<file path="src/rtl/gpi_input_conditioner.sv">
// Pad-to-GPI input conditioner: per-bit 2-flop synchronizer followed by a
// counter-based debouncer that also produces registered rise/fall pulses.
module gpi_input_conditioner #(
  parameter int WIDTH         = 4,
  parameter int STABLE_CYCLES = 100000
) (
  input  logic             PCLK,
  input  logic             PRESET,
  input  logic [WIDTH-1:0] pad_in,
  input  logic             bypass,
  output logic [WIDTH-1:0] gpi_out,
  output logic [WIDTH-1:0] rise_pulse,
  output logic [WIDTH-1:0] fall_pulse
);

  localparam int CNT_W = $clog2(STABLE_CYCLES + 1);
  localparam logic [CNT_W-1:0] CNT_LAST = CNT_W'(STABLE_CYCLES - 1);
  localparam logic [CNT_W-1:0] CNT_ONE  = CNT_W'(1);

  localparam logic [1:0] S_LOW  = 2'd0;
  localparam logic [1:0] W_HIGH = 2'd1;
  localparam logic [1:0] S_HIGH = 2'd2;
  localparam logic [1:0] W_LOW  = 2'd3;

  logic [WIDTH-1:0] sync1_q;
  logic [WIDTH-1:0] sync2_q;

  // Only sync2_q is consumed downstream; sync1_q may go metastable.
  always_ff @(posedge PCLK or posedge PRESET) begin
    if (PRESET) begin
      sync1_q <= '0;
      sync2_q <= '0;
    end else begin
      sync1_q <= pad_in;
      sync2_q <= sync1_q;
    end
  end

  genvar gi;
  generate
    for (gi = 0; gi < WIDTH; gi++) begin : g_bit
      logic [1:0]       state_q, state_d;
      logic [CNT_W-1:0] cnt_q, cnt_d;
      logic             level_q, level_d;
      logic             rise_q, rise_d;
      logic             fall_q, fall_d;
      logic             lvl;

      assign lvl = sync2_q[gi];

      always_comb begin
        state_d = state_q;
        cnt_d   = cnt_q;
        level_d = level_q;
        rise_d  = 1'b0;
        fall_d  = 1'b0;
        if (bypass) begin
          // Output follows the synchronized level; the FSM is parked in the
          // matching stable state so debouncing resumes cleanly afterwards.
          level_d = lvl;
          state_d = lvl ? S_HIGH : S_LOW;
          cnt_d   = '0;
          rise_d  = lvl & ~level_q;
          fall_d  = ~lvl & level_q;
        end else begin
          case (state_q)
            S_LOW: begin
              if (lvl) begin
                state_d = W_HIGH;
                cnt_d   = '0;
              end
            end
            W_HIGH: begin
              if (!lvl) begin
                state_d = S_LOW;
                cnt_d   = '0;
              end else if (cnt_q == CNT_LAST) begin
                state_d = S_HIGH;
                level_d = 1'b1;
                rise_d  = 1'b1;
                cnt_d   = '0;
              end else begin
                cnt_d = cnt_q + CNT_ONE;
              end
            end
            S_HIGH: begin
              if (!lvl) begin
                state_d = W_LOW;
                cnt_d   = '0;
              end
            end
            W_LOW: begin
              if (lvl) begin
                state_d = S_HIGH;
                cnt_d   = '0;
              end else if (cnt_q == CNT_LAST) begin
                state_d = S_LOW;
                level_d = 1'b0;
                fall_d  = 1'b1;
                cnt_d   = '0;
              end else begin
                cnt_d = cnt_q + CNT_ONE;
              end
            end
            default: begin
              state_d = S_LOW;
              cnt_d   = '0;
            end
          endcase
        end
      end

      always_ff @(posedge PCLK or posedge PRESET) begin
        if (PRESET) begin
          state_q <= S_LOW;
          cnt_q   <= '0;
          level_q <= 1'b0;
          rise_q  <= 1'b0;
          fall_q  <= 1'b0;
        end else begin
          state_q <= state_d;
          cnt_q   <= cnt_d;
          level_q <= level_d;
          rise_q  <= rise_d;
          fall_q  <= fall_d;
        end
      end

      assign gpi_out[gi]    = level_q;
      assign rise_pulse[gi] = rise_q;
      assign fall_pulse[gi] = fall_q;
    end
  endgenerate

endmodule

</file>
<file path="config.mk">
export PLATFORM = sky130hd
export DESIGN_NAME = gpi_input_conditioner
export DESIGN_NICKNAME = d
export VERILOG_FILES = /design/src/rtl/gpi_input_conditioner.sv
export SDC_FILE = /design/constraint.sdc
export NUM_CORES = 1
export LEC_CHECK = 0
export BUFFER_PORTS_ARGS = -buffer_cell sky130_fd_sc_hd__buf_4
export CELL_PAD_IN_SITES_DETAIL_PLACEMENT = 0
export CELL_PAD_IN_SITES_GLOBAL_PLACEMENT = 2
export CORE_MARGIN = 5
export CORE_UTILIZATION = 36
export CTS_CLUSTER_DIAMETER = 100
export DETAILED_ROUTE_END_ITERATION = 8
export HOLD_SLACK_MARGIN = 0.15
export PLACE_DENSITY_LB_ADDON = 0.1
export SLEW_MARGIN = 20
export SYNTH_ARGS = -nofsm -noshare
export SYNTH_HDL_FRONTEND = slang
export SYNTH_SLANG_ARGS = --single-unit
</file>
<file path="constraint.sdc">
create_clock -name PCLK -period 2.95 [get_ports PCLK]
set_input_delay 0.59 -clock PCLK [delete_from_list [all_inputs] [get_ports PCLK]]
set_output_delay 0.59 -clock PCLK [all_outputs]
set_load 0.01 [all_outputs]
</file>
# Yosys cells after proc, flatten, opt, wreduce, memory -nomap -nowiden
# Index checks and enable logic that the tools add are counted.
[op_classes] n_reduce_logical=20 shift=0 bitwise=16 n_div=0 addsub=4 muxes=116 n_eq_ne=48 n_mul=0 magnitude_cmp=0
[ops] op="$mux 17" count=24
[ops] op="$pmux 17 s4" count=4
[ops] op="$ne 3x3->1 const B" count=24
[ops] op="$add 17x1->17 const B" count=4
[ops] op="$eq 17x17->1 const B" count=4
[ops] op="$mux 2" count=32
[ops] op="$mux 1" count=48
[ops] op="$ne 4x4->1 const B" count=8
[ops] op="$pmux 2 s4" count=4
[ops] op="$reduce_and 5->1" count=4
[ops] op="$eq 2x2->1 const B" count=8
[ops] op="$reduce_and 4->1" count=4
[ops] op="$reduce_bool 3->1" count=4
[ops] op="$and 1x1->1" count=8
[ops] op="$eq 2x1->1 const B" count=4
[ops] op="$logic_not 2->1" count=4
[ops] op="$not 1->1" count=8
[ops] op="$pmux 1 s2" count=4
[ops] op="$reduce_and 2->1" count=4
[word_totals] ff_bits=96 n_memories=0 ram_bits=0 out_inout_bits=12 latchBits=0 romBits=0 elab_cells=226 input_bits=7

# Longest topological paths before layout
[depth] word_depth=5 depth_mapped=7 mapped_depth_nobuf=6

# Worst setup path after synthesis
# OpenSTA, ideal clock, no wires.
[synth_timing] path_type="register to register" startpoint="register g_bit[3].cnt_q[11]" endpoint="register (tool-made name)" required_ns=2.825 synth_period_minus_slack_ns=2.002 setup_slack_ns=0.948 path_buffers=0 arrival_time_ns=1.877 setup_time_ns=0.125 stages_incl_launch_ff=6 cell_sequence="dfrtp_1 -> or4b_1 -> nor4_4 -> nor2_2 -> nor2_1 -> mux2_2"
[synth_lines] element="start: declaration" line_no="43" text="logic [CNT_W-1:0] cnt_q, cnt_d;"
[synth_lines] element="start signal: assignment" line_no="122" text="cnt_q <= cnt_d;"

# Worst setup path in the final report
[layout_timing] startpoint="register g_bit[3].cnt_q[8]" endpoint="register g_bit[3].cnt_q[14]"
[layout_via] elab_chain_len=5 elab_cells_between_ends=7 classes_between="add/sub: 1; eq/ne: 1; mux: 5"
[layout_lines] element="$add 17x1->17 / $eq 17x17->1 (equally long branches)"
[layout_lines] element="$mux 17 (*)" line_no="77, 96"
[layout_lines] element="$mux 17, on equally long branches" line_no="93, 74"
[layout_lines] element="$pmux 17 s4 (*)" line_no="66" text="case (state_q)"
[layout_lines] element="$mux 17 (*)" line_no="57" text="if (bypass) begin"
# Mark *: on every way between the ends. The rest lies on a longest branch, timed or not.
# A chain may end at the register's enable or synchronous reset.

==> results by group <==
Final layout
  – Diode count: 0
  – Final core area utilization: 40.3%
  – Nets: 541
  – Number of filler cells placed in the layout: 1434
  – Layout overhead on the synthesized area: 10.9%
  – Fraction of layout instances using a drive strength above 1: between 10% and 20%

STA
  – Summed negative setup slack over all endpoints: 0 ns
  – Final Hold Viols: 0
  – Count of pins over their slew limit: 0
  – Share of the cycle needed by the critical path after routing: 75.8%
  – Unrepaired setup endpoints after global routing: false
  – Final number of setup-violating endpoints: 0
  – Peak Freq: 447 MHz
  – Crit path time final: 2.24 ns
  – Worst clock skew: 0.00525 ns
  – Tightest Pin Transition: about 0.86 ns
  – Final critical-path setup slack: 0.714 ns
  – Max-slew headroom at the worst pin: 41.9%

Global routing
  – Global route overflow: 0
  – Gr usage total: roughly 14%
  – Pin count of the biggest net entering global routing: slightly below 100
  – Number of antenna violations at the first check in global routing: 0
  – Via count of the first global-routing pass: 3673
  – Wire length of the first global-routing pass: 18700 microns

Worst setup path
  – Crit end category: flop
  – Critical path data required time: 3.17 ns
  – Worst-case register-to-register setup slack: 0.71 ns
  – Reg2Reg Launch Point: g_bit[3].cnt_q[8]
  – Cell family with the largest share of critical-path delay: simple AND/OR/NAND/NOR gates
  – Critical path class: flop to flop
  – Crit path buffers/inverters: 1
  – CP Data Arrival Time: 2.46 ns
  – Critical Path Source: g_bit[3].cnt_q[8]
  – Standard cell with the maximum stage delay on the critical path: sky130_fd_sc_hd__or4b_1
  – Largest fanout on the critical path: 15
  – Sort of element at the start of the critical path: flop
  – Worst path cell trace: or4b_1 -> nor4_4 -> nor2_2 -> buf_4 -> a41oi_1 -> a31oi_1
  – Slowest Stage Delay on Critical Path: roughly 0.58 ns

Place
  – Worst slack, placed: 0.623 ns
  – Detailed placement HPWL: slightly above 7000 microns
  – Number of buffers inserted by port buffering: 18
  – GPL Wtd Cong: 0.785

Worst hold path
  – Hold/Removal Path Class: primary input to flop
  – Start point of the worst hold path: pad_in[0]

Synth
  – Synthesis warning total: 0
  – Cell Area, Synth: 5000 sq um
  – Proportion of netlist area held by the largest area contributor: 48.0%
  – Post-synth net total: 535
  – Mean instance size in the synthesized netlist: about 9.5 sq um
  – Biggest area consumer among synthesized cells: sky130_fd_sc_hd__dfrtp_1
  – Synth unique cells: 58
  – Post-synth ARST share: 100%
  – Post-synthesis sequential area ratio: 48.0%
  – Primary flip-flop cell chosen by synthesis mapping: sky130_fd_sc_hd__dfrtp_1
  – Top post-synthesis cells by area: sky130_fd_sc_hd__dfrtp_1, sky130_fd_sc_hd__nand3_1, sky130_fd_sc_hd__o21ai_0
  – Synthesized instance count: 524
  – Post-synthesis register bit count: 96
  – Number of enable-type register cells in the synthesized netlist: 0

Power and ir drop
  – Standby leakage power: 0.00230 uW
  – Peak supply drop: 0.383 mV
  – Cell Pwr Density: between 500 and 600 nW/um^2

Route
  – Detailed-route via count: about 3800
  – 1st-pass router iterations: 4
  – Via density per instance: 5.34
  – Drt first-iter violations: 266
  – Number of DRC violations after detailed routing: 0
  – WL per Instance: between 15 and 20 microns
  – Detail Route met2 WL: 5020 microns
  – Met3 Wirelength: 337 microns
  – Total wire length after detailed routing: about 11000 microns
  – Met1 routed wirelength after detailed routing: 5400 microns
  – Final antenna-violating net count: 0
  – Uppermost layer routed: met4

Clocking
  – Cts bufs inserted: 9
  – Clock Path Buffers: 2
  – H-tree levels: 3
  – Number of buffers added to fix hold violations after cts: 0
  – Post-cts sizing count: 0
  – Clock Pin Slew Worst Setup and Hold Paths: approximately 0.07 ns
  – Clock Tree Root: sky130_fd_sc_hd__clkbuf_16
  – Clock tree from TritonCTS: built
  – CTS Sinks: 96
  – Count of buffers added by post-CTS timing repair for setup: 0
  – Clock Latency Late Sink: approximately 0.35 ns

Floorplan
  – Number of placed I/O pins: 19
  – Starting density of the core: 36.3%
  – Vertical die dimension: 128 microns
  – Die width: approximately 130 microns
  – Overall die area: 16300 sq um
  – FP Rows: 43
  – Total core area: 13800 sq um

Run status
  – Run status: completed

Flow run
  – Max-cap violations: 0
==> Yosys cell counts, types with 13 or more instances <==
master / number
sky130_fd_sc_hd__o21ai_0: 32
sky130_fd_sc_hd__and3_1: 13
sky130_fd_sc_hd__nand2_1: 40
sky130_fd_sc_hd__xor2_1: 18
sky130_fd_sc_hd__a21oi_1: 26
sky130_fd_sc_hd__nor2_1: 38
sky130_fd_sc_hd__nand4_1: 20
sky130_fd_sc_hd__nand3_1: 35
sky130_fd_sc_hd__clkbuf_1: 16
sky130_fd_sc_hd__dfrtp_1: 96
sky130_fd_sc_hd__a31oi_1: 18
sky130_fd_sc_hd__inv_1: 14
==> stage by stage <==
stage / power [uW] / hold slack, ns / cells / instance area, sq um
floorplan: 1700 / 0.331 / 524 / 5000
global placement: 1800 / 0.335 / 699 / 5270
detailed placement: 1810 / 0.342 / 699 / 5270
CTS: 2930 / 0.326 / 715 / 5550
global route: 3040 / 0.319 / 715 / 5550
finish: 2880 / 0.343 / 715 / 5550
==> where the power goes <==
part           internal [uW]  switching, uW
combinational            133            216
clock                    572            531
sequential              1370           59.3
==> sequential cells by signal, summed over array words and instances, names as in the netlist, named ones only <==
register,count
g_bit.cnt_q,68
g_bit.fall_q,4
g_bit.level_q,4
g_bit.rise_q,4
g_bit.state_q,4
sync1_q,4
sync2_q,4
==> path summary, 6_finish.rpt <==
| path | end | depth (start not counted) |
|---|---|---|
| worst max-delay path | g_bit[3].cnt_q[14] | 6 |
| worst min-delay path | sync1_q[0] | 1 |
| worst max register to register | g_bit[3].cnt_q[14] | 6 |
| worst min register to register | sync2_q[1] | 0 |
| max in group asynchronous | g_bit[0].cnt_q[15] | 3 |
| min in group asynchronous | g_bit[3].cnt_q[9] | 3 |
==> cell families after synthesis <==
| family | Yosys count | share of synthesized area (%) |
|---|---|---|
| XOR/XNOR | 20 | 3.50 |
| buffers and inverters | 48 | 4.78 |
| flip-flops | 96 | 48.0 |
| AO/OA/AOI/OAI | 120 | 14.9 |
| multiplexers | 11 | 2.35 |
| AND/OR/NAND/NOR | 225 | 25.4 |
| adder cells (fa/ha/maj) | 4 | 1.00 |
==> per-layer routing <==
layer / vias up / track usage (%)
li1: 1919 / -
met1: 1837 / 19.6
met2: 50 / 21.9
met3: 14 / 4.13
met4: 0 / 3.18
met5: - / 0
==> layout make-up <==
class / count / area [sq um] / share of cell area, %
Timing Repair Buffer: 29 / 230 / 4.15
Inverter: 14 / 56.3 / 1.02
Clock buffer: 9 / 225 / 4.06
Sequential cell: 96 / 2400 / 43.3
Multi-Input combinational cell: 380 / 2360 / 42.5
Clock inverter: 7 / 47.5 / 0.857
Tap cell: 180 / 225 / 4.06
==> placed cells by master, fill, tap and decap left out, types with 3 or more instances in the layout <==
cell / n
sky130_fd_sc_hd__dfrtp_1: 96
sky130_fd_sc_hd__nand2_1: 40
sky130_fd_sc_hd__nor2_1: 38
sky130_fd_sc_hd__nand3_1: 35
sky130_fd_sc_hd__o21ai_0: 32
sky130_fd_sc_hd__buf_4: 28
sky130_fd_sc_hd__a21oi_1: 26
sky130_fd_sc_hd__nand4_1: 20
sky130_fd_sc_hd__xor2_1: 18
sky130_fd_sc_hd__a31oi_1: 18
sky130_fd_sc_hd__inv_1: 13
sky130_fd_sc_hd__and3_1: 13
sky130_fd_sc_hd__nor3_1: 12
sky130_fd_sc_hd__nand2b_1: 11
sky130_fd_sc_hd__or3_1: 9
sky130_fd_sc_hd__clkbuf_16: 9
sky130_fd_sc_hd__a22o_1: 8
sky130_fd_sc_hd__and2_1: 7
sky130_fd_sc_hd__a41oi_1: 7
sky130_fd_sc_hd__nand3b_1: 6
sky130_fd_sc_hd__mux2_2: 6
sky130_fd_sc_hd__and4_1: 6
sky130_fd_sc_hd__o21ai_1: 5
sky130_fd_sc_hd__mux2i_1: 5
sky130_fd_sc_hd__nor2b_1: 5
sky130_fd_sc_hd__ha_1: 4
sky130_fd_sc_hd__or4b_1: 3
sky130_fd_sc_hd__o22ai_1: 3
sky130_fd_sc_hd__o31ai_1: 3
sky130_fd_sc_hd__nor4_1: 3
sky130_fd_sc_hd__a21o_1: 3
sky130_fd_sc_hd__clkinvlp_4: 3
sky130_fd_sc_hd__clkinv_2: 3
(Power assumes the default switching activity.)
